### src/rtl/mvm_pkg.sv
// Shared state encoding and default sizes for the matrix-vector multiply block.
// Used by the sequencer, the datapath and the top-level wrapper.
package mvm_pkg;

    localparam int MAT_SCALE    = 4;
    localparam int INPUT_WIDTH  = 8;
    localparam int OUTPUT_WIDTH = 2 * INPUT_WIDTH + $clog2(MAT_SCALE);

    typedef enum logic [2:0] {
        IDLE,
        LOAD_A,
        LOAD_X,
        COMPUTE,
        CAPTURE,
        DRAIN,
        FINISH
    } seq_state_t;

endpackage

### src/rtl/mvm_wait_counter.sv
// Loadable down-counter that times the multiply/add-tree latency.
// Stops at zero; zero_o is a plain decode of the count register.
module mvm_wait_counter #(
    parameter int WIDTH = 1
) (
    input  logic             clk_i,
    input  logic             rst_ni,
    input  logic             load_i,
    input  logic [WIDTH-1:0] value_i,
    output logic             zero_o
);

    logic [WIDTH-1:0] count_q;
    logic [WIDTH-1:0] count_d;

    always_comb begin
        count_d = count_q;
        if (load_i) begin
            count_d = value_i;
        end else if (count_q != '0) begin
            count_d = count_q - WIDTH'(1);
        end
    end

    always_ff @(posedge clk_i or negedge rst_ni) begin
        if (!rst_ni) begin
            count_q <= '0;
        end else begin
            count_q <= count_d;
        end
    end

    assign zero_o = (count_q == '0);

endmodule

### src/rtl/mvm_sequencer.sv
// Control FSM for the matrix-vector multiply datapath: load A, load x, wait,
// capture y, stream y out and pulse done. All outputs are registered.
module mvm_sequencer #(
    parameter int MAT_SCALE   = mvm_pkg::MAT_SCALE,
    parameter int COMPUTE_LAT = 1
) (
    input  logic clk_i,
    input  logic rst_ni,
    input  logic start_i,
    input  logic reuse_a_i,
    input  logic of_a_i,
    input  logic of_x_i,
    input  logic of_y_i,
    output logic en_a_o,
    output logic en_x_o,
    output logic en_y_o,
    output logic clr_addr_a_o,
    output logic clr_addr_x_o,
    output logic clr_addr_y_o,
    output logic busy_o,
    output logic out_valid_o,
    output logic done_o
);

    import mvm_pkg::*;

    localparam int CNT_W = $clog2(COMPUTE_LAT + 1);

    if (COMPUTE_LAT < 1 || MAT_SCALE < 1) begin : gBadParams
        $error("mvm_sequencer: COMPUTE_LAT and MAT_SCALE must be at least 1");
    end

    seq_state_t state_q, state_d;

    logic en_a_q, en_a_d;
    logic en_x_q, en_x_d;
    logic en_y_q, en_y_d;
    logic clr_addr_a_q, clr_addr_a_d;
    logic clr_addr_x_q, clr_addr_x_d;
    logic clr_addr_y_q, clr_addr_y_d;
    logic busy_q, busy_d;
    logic out_valid_q, out_valid_d;
    logic done_q, done_d;

    logic waitLoad;
    logic waitZero;

    // Counter is reloaded on the edge that enters COMPUTE, so it reads LAT-1 in the first COMPUTE cycle.
    assign waitLoad = (state_d == COMPUTE) && (state_q != COMPUTE);

    mvm_wait_counter #(
        .WIDTH(CNT_W)
    ) u_wait (
        .clk_i  (clk_i),
        .rst_ni (rst_ni),
        .load_i (waitLoad),
        .value_i(CNT_W'(COMPUTE_LAT - 1)),
        .zero_o (waitZero)
    );

    always_ff @(posedge clk_i or negedge rst_ni) begin
        if (!rst_ni) begin
            state_q      <= IDLE;
            en_a_q       <= 1'b0;
            en_x_q       <= 1'b0;
            en_y_q       <= 1'b0;
            clr_addr_a_q <= 1'b1;
            clr_addr_x_q <= 1'b1;
            clr_addr_y_q <= 1'b1;
            busy_q       <= 1'b0;
            out_valid_q  <= 1'b0;
            done_q       <= 1'b0;
        end else begin
            state_q      <= state_d;
            en_a_q       <= en_a_d;
            en_x_q       <= en_x_d;
            en_y_q       <= en_y_d;
            clr_addr_a_q <= clr_addr_a_d;
            clr_addr_x_q <= clr_addr_x_d;
            clr_addr_y_q <= clr_addr_y_d;
            busy_q       <= busy_d;
            out_valid_q  <= out_valid_d;
            done_q       <= done_d;
        end
    end

    always_comb begin
        state_d = state_q;
        unique case (state_q)
            IDLE: begin
                if (start_i) begin
                    state_d = reuse_a_i ? LOAD_X : LOAD_A;
                end
            end
            LOAD_A:  if (of_a_i)   state_d = LOAD_X;
            LOAD_X:  if (of_x_i)   state_d = COMPUTE;
            COMPUTE: if (waitZero) state_d = CAPTURE;
            CAPTURE: state_d = DRAIN;
            DRAIN:   if (of_y_i)   state_d = FINISH;
            FINISH:  state_d = IDLE;
            default: state_d = IDLE;
        endcase
    end

    // Outputs decode the next state so the registered value lines up with the state it belongs to.
    always_comb begin
        en_a_d       = (state_d == LOAD_A);
        en_x_d       = (state_d == LOAD_X);
        en_y_d       = (state_d == CAPTURE);
        clr_addr_a_d = (state_d != LOAD_A);
        clr_addr_x_d = (state_d != LOAD_X);
        clr_addr_y_d = (state_d != DRAIN);
        busy_d       = (state_d != IDLE);
        done_d       = (state_d == FINISH);
        out_valid_d  = (state_q == DRAIN);
    end

    assign en_a_o       = en_a_q;
    assign en_x_o       = en_x_q;
    assign en_y_o       = en_y_q;
    assign clr_addr_a_o = clr_addr_a_q;
    assign clr_addr_x_o = clr_addr_x_q;
    assign clr_addr_y_o = clr_addr_y_q;
    assign busy_o       = busy_q;
    assign out_valid_o  = out_valid_q;
    assign done_o       = done_q;

endmodule

### config.mk
export PLATFORM = sky130hd
export DESIGN_NAME = mvm_sequencer
export DESIGN_NICKNAME = d
export VERILOG_FILES = /design/src/rtl/mvm_pkg.sv /design/src/rtl/mvm_wait_counter.sv /design/src/rtl/mvm_sequencer.sv
export SDC_FILE = /design/constraint.sdc
export NUM_CORES = 1
export LEC_CHECK = 0
export ABC_AREA = 1
export BUFFER_PORTS_ARGS = -buffer_cell sky130_fd_sc_hd__buf_2
export CAP_MARGIN = 20
export CORE_AREA = 2 2 39 41
export DETAILED_ROUTE_END_ITERATION = 10
export DIE_AREA = 0 0 41 43
export GPL_ROUTABILITY_DRIVEN = 0
export PLACE_DENSITY = 0.64
export SLEW_MARGIN = 15
export SYNTH_ARGS = -nofsm -noshare
export SYNTH_HDL_FRONTEND = slang
export SYNTH_SLANG_ARGS = --single-unit
### constraint.sdc
create_clock -name clk_i -period 1.9 [get_ports clk_i]
set_clock_uncertainty 0.1 [all_clocks]
set_input_delay 0.095 -clock clk_i [delete_from_list [all_inputs] [get_ports clk_i]]
set_output_delay 0.095 -clock clk_i [all_outputs]
set_load 0.01 [all_outputs]
# After elaboration in Yosys (flattened, before gate mapping)
# Cells that the tools add are included.
[totals]
register_bits = 13
word_cells = 38
rom_bits = 0
latchBits = 0
ram_bits = 0
mem_count = 0
[op_classes]
n_mux = 9
bitwise = 0
shift = 0
n_addsub = 1
n_eq_ne = 14
n_reduce_logical = 3
n_mul = 0
magnitude_cmp = 0
n_div = 0
[ops]
columns = ["cell", "count"]
rows = [
  ["$pmux W3 S6", 1],
  ["$mux W3", 5],
  ["$eq A3 B2 Y1 const B", 4],
  ["$eq A3 B3 Y1 const B", 4],
  ["$eq A3 B1 Y1 const B", 2],
  ["$ne A3 B2 Y1 const B", 2],
  ["$logic_not A3 Y1", 1],
  ["$ne A3 B1 Y1 const B", 1],
  ["$ne A3 B3 Y1 const B", 1],
  ["$reduce_bool A3 Y1", 1],
  ["$mux W1", 2],
  ["$mux W2", 1],
  ["$logic_and A1 B1 Y1", 1],
  ["$sub A1 B1 Y1 const B", 1],
]

# Logic depth before layout (Yosys ltp)
[depth]
depth_word = 6
depth_mapped = 8
depth_no_buf = 8

# Hierarchy
# Synthesis repeated with hierarchy kept, for this count alone.
[unflattened]
cells_unflattened = 66
area_unflattened_um2 = 611.8
[by_module_without_submodules]
columns = ["mod", "instances", "seq_area_each_um2", "area_per_inst_um2", "cells_per_inst"]
rows = [
  ["mvm_sequencer", 1, 304.0, 575.6, 62],
  ["mvm_wait_counter", 1, 25.0, 36.3, 4],
]

# Worst setup path before layout
# OpenSTA, ideal clock, no wires.
[synth_timing]
path_kind = "reg2reg"
start = "reg state_q[2]"
end = "reg busy_q, in the netlist busy_o"
arrival_time_ns = 0.949
path_stages_with_launch = 6
synth_period_minus_slack_ns = 1.176
path_slack_ns = 0.724
cell_sequence = "dfrtp_1 nand3_1 nor2_2 nor2_1 nand2_2 nand3b_1"
[synth_between]
elab_chain_cells = 3
word_cells_on_any_way = 13
classes_between = "eq/ne (5); mux (6); reduce/logical (2)"
[synth_lines]
columns = ["element", "line", "rtl"]
rows = [
  ["start: declaration", "mvm_sequencer.sv:33", "seq_state_t state_q, state_d;"],
  ["start signal: assignment", "mvm_sequencer.sv:74", "state_q <= state_d;"],
  ["$eq A3 B3 Y1 (tied with other cells)", "mvm_sequencer.sv:89", "unique case (state_q)"],
  ["$pmux W3 S6 (*)", "mvm_sequencer.sv:89", ""],
  ["named net state_d[1]", "mvm_sequencer.sv:33", ""],
  ["$reduce_bool A3 Y1 (*)", "mvm_sequencer.sv:113", "busy_d = (state_d != IDLE);"],
  ["named net busy_d", "mvm_sequencer.sv:41", "logic busy_q, busy_d;"],
  ["end signal: assignment", "mvm_sequencer.sv:81", "busy_q <= busy_d;"],
  ["end: declaration", "mvm_sequencer.sv:41", ""],
]
# The timed path passes the listed nets; every way through them passes the cells marked *.

# Worst setup path after layout
# Ends and elaborated chain as after synthesis.

==> results.cfg <==
[status]
outcome = complete, no violations

[sta]
worst_pin_slew_ns = 0.260
setup_viol = 0
rsz0062_at_grt = no
relSlewSlack = 0.827
hold_violations = 0
drv_slew = 0
hold_slack_ns = 0.00965
tns_ns = 0
min_period_ns = 1.31
fmax_mhz = 762
final.period_utilization = 0.691

[placed_design]
portBuffers = 15
dp_hpwl_um = 686
dpl-instance-area_um2 = 621

[floorplanning]
boundaryPins = 16
start_util = 0.380
die-area_mm2 = 0.00176
chipWidth_um = 41
die_h_um = 43
num_rows = 14
core_area_mm2 = 0.00138

[clock_tree]
htree_num_levels = 1
clk_latency_ns = 0.26
cts_root_buffer = clkbuf_4
path_clk_slew_ns = 0.07
cts_tree = yes
clock_sinks = 12
cts_made_buffers = 3
clockBufferDepth = 2
cts_setup_buffers = 0
cts_resized = 0
hold_buffers = 1

[synth]
ys_top_cells_by_count = dfrtp_1, inv_1, nand2_1, nor2_1, nand3_1
avgSynthCellArea_um2 = 9.73
synth_most_common_cell = dfrtp_1
synth.distinct_cells = 15
synth_edf_count = 0
synthArstFlopShare = 1.00
ys_warn_count = 0
synth-seq-cells = 12
syn_area_um2 = 526
synth_nets = 61
ys.flop_type = dfrtp_1
netlist.top_cell.by_area = dfrtp_1
yosysTopAreaCellShare = 0.429
ys_top_cells_by_area = dfrtp_1, dfstp_2, inv_1, nand3_1, nand2_1
synth-seq-area-share = 0.579
synthCells = 54

[global_route]
grt_pass1_wl_mm = 1.48
use_met3 = 0.0314
use_met2 = 0.203
grt_pass1_vias = 392
track_usage = 0.129
use_met1 = 0.139
antenna_found_initial = 0
overflow = 0
busiest_layer = met2
grt_max_degree = 13

[layout]
seq_area_um2 = 304
multiInputGateArea_um2 = 180
syn2layout_area_growth_pct = 25.0
n_antenna_cell = 0
final_cell_area_um2 = 657
nets = 82
drive_gt1_frac = 0.459
fill_cells = 138

[worst_setup_path]
cp-end-kind = flip-flop
ff2ff_path_depth = 5
critical_path.startpoint = state_q[2]
rrSetupSlack_ns = 0.59
required_ns = 1.94
r2r_end = busy_o
rr_startpoint = state_q[2]
endpoint = busy_o
crit_type = flip-flop to flip-flop
cp_data_arrival_time_ns = 1.36
critPathMaxFanout = 7
start_kind = flip-flop

[detailed_routing]
wirelength_um = 865
drt_iter0_drc = 7
ant_nets = 0
drt_pass1_iterations = 4
drcViolationCount = 0
wl_per_cell_um = 9.61
drt-vias-per-instance = 4.53
vias = 408

[job]
drv_cap = 0

[hold_path]
hold_depth = 3
hold_class = primary input to flip-flop

[pwr]
peakVddDrop_v = 0.000653
power.density_mw_per_mm2 = 1560
p_leak_uw = 0.000364
-- layer usage --
layer / routed length [um] / up-vias
met5: 0 / -
met4: 14 / 0
met3: 37 / 2
met2: 470 / 11
met1: 343 / 188
li1: - / 207
-- report_power, final --
group	switching, uW	internal [uW]	total, uW
logic	277	170	446
registers	58.1	360	418
clock network	77.7	81.1	159
total	412	611	1020
-- layout make-up --
cell class	count	area share
clock buffers	4	0.0400
inverters	11	0.0629
multi-input cells	31	0.274
flip-flops and latches	12	0.463
well taps	16	0.0305
repair buffers	16	0.130
-- placed cells by master, fill, tap and decap left out, drive strengths merged --
master	count
dfstp	3
clkbuf	4
inv	11
o211ai	1
dlygate4sd3	1
nand3	6
buf	15
dfrtp	9
nand3b	1
nand4	3
nor2	10
nor3	1
nand2	9
-- sequential cells by signal (all words and copies together), names as in the netlist --
name          count
state_q           3
busy_o            1
clr_addr_a_o      1
clr_addr_x_o      1
clr_addr_y_o      1
done_o            1
en_a_o            1
en_x_o            1
en_y_o            1
out_valid_o       1
-- worst min-delay path by stage --
stage | from | end
floorplan | rst_ni | busy_o
global placement | rst_ni | done_o
detailed placement | rst_ni | en_y_o
CTS | of_y_i | done_o
global route | of_y_i | done_o
finish | of_y_i | done_o
-- per-stage QoR --
step	utilization	power [uW]	std cells	worst slack [ns]
3_5_place_dp	0.448	878	85	0.605
4_1_cts	0.475	1040	90	0.583
5_1_grt	0.475	1120	90	0.486
3_3_place_gp	0.448	874	85	0.591
6_report	0.475	1020	90	0.588
2_1_floorplan	-	755	54	0.724
-- kinds of logic after synthesis --
group           count (synthesis)  synth area share
simple gates                   30             0.329
flops                          12             0.579
buf+inv                        11            0.0786
compound gates                  1            0.0143
-- critical path: stages (launching register included) --
cell      delay [ns]
dfrtp_1         0.47
nand3_1         0.18
nor2_2          0.05
nor2_1          0.14
nand2_2         0.10
nand3b_1        0.16
Note: power is estimated with default switching activity, not from simulation.
